===== src/rtl/gcd_engine.sv =====
// GCD engine: valid/ready operand intake, per-cycle Euclid or Stein iteration,
// result held on a valid/ready output together with the iteration count.
module gcd_engine #(
    parameter int WIDTH = 16,
    parameter int MODE  = 0,
    parameter int CW    = 16
) (
    input  logic             clk,
    input  logic             rst,
    input  logic             clr,
    input  logic             in_valid,
    output logic             in_ready,
    input  logic [WIDTH-1:0] a_in,
    input  logic [WIDTH-1:0] b_in,
    output logic             out_valid,
    input  logic             out_ready,
    output logic [WIDTH-1:0] gcd_out,
    output logic [CW-1:0]    cycles,
    output logic             busy
);
    localparam int KW = $clog2(WIDTH + 1);
    localparam logic [CW-1:0] CMAX = '1;

    typedef enum logic [1:0] {IDLE, CALC, DONE} state_t;

    state_t           state, state_nxt;
    logic [WIDTH-1:0] a, b, a_nxt, b_nxt, gcd_nxt;
    logic [KW-1:0]    k, k_nxt;
    logic             finish, load;

    assign in_ready  = (state == IDLE) && !clr;
    assign busy      = (state == CALC);
    assign out_valid = (state == DONE);
    assign load      = in_valid && in_ready;

    // One iteration step; the termination test always takes priority.
    always_comb begin
        a_nxt   = a;
        b_nxt   = b;
        k_nxt   = k;
        gcd_nxt = gcd_out;
        finish  = 1'b0;
        if (MODE == 0) begin
            if (b == '0) begin
                finish  = 1'b1;
                gcd_nxt = a;
            end else if (a < b) begin
                a_nxt = b;
                b_nxt = a;
            end else begin
                a_nxt = a - b;
            end
        end else begin
            if (a == '0) begin
                finish  = 1'b1;
                gcd_nxt = b << k;
            end else if (b == '0) begin
                finish  = 1'b1;
                gcd_nxt = a << k;
            end else if (!a[0] && !b[0]) begin
                a_nxt = a >> 1;
                b_nxt = b >> 1;
                k_nxt = k + KW'(1);
            end else if (!a[0]) begin
                a_nxt = a >> 1;
            end else if (!b[0]) begin
                b_nxt = b >> 1;
            end else if (a >= b) begin
                a_nxt = (a - b) >> 1;
            end else begin
                b_nxt = (b - a) >> 1;
            end
        end
    end

    always_comb begin
        state_nxt = state;
        case (state)
            IDLE:    if (load) state_nxt = CALC;
            CALC:    if (finish) state_nxt = DONE;
            DONE:    if (out_ready) state_nxt = IDLE;
            default: state_nxt = IDLE;
        endcase
        if (clr) state_nxt = IDLE;
    end

    always_ff @(posedge clk or posedge rst) begin
        if (rst) state <= IDLE;
        else     state <= state_nxt;
    end

    // An abort freezes the datapath so the last result stays readable.
    always_ff @(posedge clk or posedge rst) begin
        if (rst) begin
            a       <= '0;
            b       <= '0;
            k       <= '0;
            gcd_out <= '0;
            cycles  <= '0;
        end else if (!clr) begin
            if (load) begin
                a      <= a_in;
                b      <= b_in;
                k      <= '0;
                cycles <= '0;
            end else if (state == CALC) begin
                a       <= a_nxt;
                b       <= b_nxt;
                k       <= k_nxt;
                gcd_out <= gcd_nxt;
                if (cycles != CMAX) cycles <= cycles + CW'(1);
            end
        end
    end
endmodule

===== config.mk =====
export PLATFORM = sky130hd
export DESIGN_NAME = gcd_engine
export DESIGN_NICKNAME = d
export VERILOG_FILES = /design/src/rtl/gcd_engine.sv
export SDC_FILE = /design/constraint.sdc
export NUM_CORES = 1
export LEC_CHECK = 0
export CORE_ASPECT_RATIO = 0.8
export CORE_MARGIN = 10
export CORE_UTILIZATION = 54
export DETAILED_ROUTE_END_ITERATION = 10
export GPL_ROUTABILITY_DRIVEN = 0
export PLACE_DENSITY = 0.85
export REMOVE_ABC_BUFFERS = 1
export SLEW_MARGIN = 20
export SYNTH_ARGS = -nofsm -noshare
export SYNTH_HDL_FRONTEND = slang
export SYNTH_SLANG_ARGS = --single-unit

===== constraint.sdc =====
create_clock -name clk -period 4.6 [get_ports clk]
set_clock_uncertainty 0.15 [all_clocks]
set_input_delay 0.46 -clock clk [delete_from_list [all_inputs] [get_ports clk]]
set_output_delay 0.46 -clock clk [all_outputs]
set_load 0.02 [all_outputs]

==> impl_metrics.tcl <==
set metrics [dict create \
    synth_mux_area_share_pct 9.30 \
    fp.dieW_um 116 \
    clkSinkCount 66 \
    yosysWarningCount 0 \
    clock_path_buffers 2 \
    synth_compound_area_share_pct 16.1 \
    vias 3551 \
    portBuffers 71 \
    fin_crit_sh_pct 72.1 \
    synthFlopType "dfrtp_1" \
    yosysSeqAreaShare_pct 41.3 \
    cts.clk_slew.worst_paths_ns 0.07 \
    worst_pin_slew_ns 0.726 \
    dieHeight_um 97.0 \
    yosys-top-cells-area "dfrtp_1 41%, ha_1 5.3%, mux2_2 4.8%, mux2i_1 4.5%, nor2_1 3.8%" \
    grt_antenna_before_repair 0 \
    drc 0 \
    grt_pass1_vias 3490 \
    hpwl_mm 7.83 \
    avgSynthCellArea_um2 9.34 \
    startpoint_type "flop" \
    hold_path_class "flop to flop" \
    ant_nets 0 \
    whs_ns 0.355 \
    grt_util_met3_pct 5.42 \
    slowest_stage "fa_1" \
    maxSlewHeadroom_pct 51.6 \
    grt_setup_unrepaired "no" \
    cp-end-kind "flop" \
    crit_chain "inv_1, ha_1, fa_1, and2b_1, o211ai_2, a31oi_1, a211oi_2, o21ai_2, buf_4, mux2i_1, o21ai_1" \
    setup_viol 0 \
    grt-ovfl-total 0 \
    status "finished, final reports clean" \
    synth_area_leader_cell "dfrtp_1" \
    ys_ff_latch 66 \
    grt_max_degree 39 \
    io_pins 72 \
    wl_per_cell_um 17.8 \
    cts_made_buffers 9 \
    drv_cap 0 \
    critPathRequiredTime_ns 4.66 \
    synth_top_family_by_area "simple AND/OR/NAND/NOR gates" \
    cts_hold_buf 0 \
    cp_top_family "compound AO/OA/AOI/OAI gates" \
    diodes 0 \
    nets 555 \
    cp_slowest_stage_delay_ns 0.41 \
    syn_area_mm2 0.00400 \
    synth_fa_ha_area_share_pct 5.82 \
    grtUsageMet2_pct 29.0 \
    gr-usage-all-layers_pct 18.8 \
    syn-instance-count 428 \
    worstPathArrival_ns 3.38 \
    core.rowCount 27 \
    synth_cell_types 57 \
    timing.fmax_mhz 302 \
    ctsResizeCount 0 \
    wl_mm 10.5 \
    peakVddDrop_uv 467 \
    gr-usage-met1_pct 24.8 \
    coreArea_mm2 0.00703 \
    crit_fanout 14 \
    synthToLayoutAreaGrowth_pct 25.1 \
    start_util_pct 56.9 \
    drt-initial-drc-count 286 \
    tns_ns 0 \
    cts_tree "built" \
    post_cts_buffers 0 \
    timing.final.hold_violations 0 \
    via_per_inst 6.01 \
    p_leak_uw 0.00222 \
    yosys-top-cells-count "66 x dfrtp_1, 41 x nor2_1, 39 x nand2_1, 26 x inv_1, 23 x o21ai_0" \
    drt_first_pass_iters 5 \
    fin_crit_ns 3.32 \
    busiest_layer "met2" \
    die_area_mm2 0.0113 \
    clock_latency_ns 0.34 \
    synth_top_area_share_pct 41.3 \
    power_density_mw_per_mm2 661 \
    grt_pass1_wl_mm 17.4 \
    synth_edf_count 0 \
    synth_most_common_cell "dfrtp_1" \
    cts-htree-levels 3 \
    yosys.area_share.simple_pct 18.5 \
    synth-xor-area-share_pct 4.60 \
    final_layout_size_suffix_gt1_share_pct 10.1 \
    crit_buf_inv 2 \
    critical_path_class "flop to flop" \
    async_flop_share_pct 100 \
    root_buffer "clkbuf_8" \
    slew_viol_final 0 \
]
==> layout by cell type, fill, tap and decap left out, drive strengths merged, types with 4 or more instances in the layout <==
master / instances
nand2b: 5
nor3: 11
or3: 6
nand2: 39
a21oi: 16
xor2: 11
o21a: 7
and3: 6
nand4: 8
mux2: 17
and2: 4
o211ai: 5
nor2b: 7
nand3: 10
ha: 17
inv: 26
nor4: 5
o21ai: 37
nor2: 41
dfrtp: 66
clkdlybuf4s50: 71
buf: 7
mux2i: 18
a22oi: 7
clkbuf: 9
xnor2: 10
==> final cells by class <==
| class | instances | area [um2] |
|---|---|---|
| Tap cell | 87 | 109 |
| Sequential cell | 66 | 1650 |
| Inverter | 26 | 97.6 |
| Fill cell | 536 | 2030 |
| Clock buffer | 9 | 124 |
| Timing Repair Buffer | 78 | 763 |
| Clock inverter | 6 | 82.6 |
| Multi-Input combinational cell | 319 | 2170 |
==> worst reg2reg max path: stages (launching register included) <==
cell and delay, ns:
dfrtp_1 0.38, inv_1 0.07, ha_1 0.23, fa_1 0.41, and2b_1 0.25, o211ai_2 0.09
a31oi_1 0.39, a211oi_2 0.23, o21ai_2 0.35, buf_4 0.33, mux2i_1 0.24, o21ai_1 0.07
==> report_power, final <==
part           internal [uW]  switching (uW)
clock network            299             228
logic                    810            1060
registers                731             178
total                   1840            1470
==> kinds of logic (layout without fill, tap and decap cells) <==
logic type / count (synthesis) / after routing
buffers and inverters: 43 / 119
and+or+nand+nor: 149 / 149
DFF: 66 / 66
adders and majority gates: 18 / 18
xor gates and xnor gates: 21 / 21
AOI/OAI and AO/OA: 96 / 96
muxes: 35 / 35
==> path summary, 6_finish.rpt <==
kind | start | endpoint | slack, ns | depth (start not counted)
min in group asynchronous | rst | a[1]$_DFFE_PP0P_ | 0.36 | 2
max | a[0]$_DFFE_PP0P_ | b[4]$_DFFE_PP0P_ | 1.28 | 11
max in group asynchronous | rst | a[13]$_DFFE_PP0P_ | 3.03 | 3
min | gcd_out[2]$_DFFE_PP0P_ | gcd_out[2]$_DFFE_PP0P_ | 0.35 | 1
max reg2reg | a[0]$_DFFE_PP0P_ | b[4]$_DFFE_PP0P_ | 1.28 | 11
min reg2reg | gcd_out[2]$_DFFE_PP0P_ | gcd_out[2]$_DFFE_PP0P_ | 0.35 | 1
==> metal layers <==
layer	part of all wire (%)	vias to the layer above
met5	0	-
met4	1.8	0
met3	8.2	25
met2	47	157
met1	43	1702
li1	-	1667
==> state kept, by name, indices dropped and copies added, names as in the netlist <==
register / flops
cycles: 16
b: 16
gcd_out: 16
state: 2
a: 16
==> metrics by stage <==
stage               instances  util, %  setup slack, ns  power [uW]  area (um2)
global route              591     71.2             1.12        3560        5000
detailed placement        576     68.2             1.34        2740        4790
CTS                       591     71.2             1.32        3280        5000
floorplan                 411        -             1.06        2260        3920
global placement          576     68.2             1.50        2650        4790
finish                    591     71.2             1.28        3310        5000
Note: power is estimated with default switching activity, not from simulation.
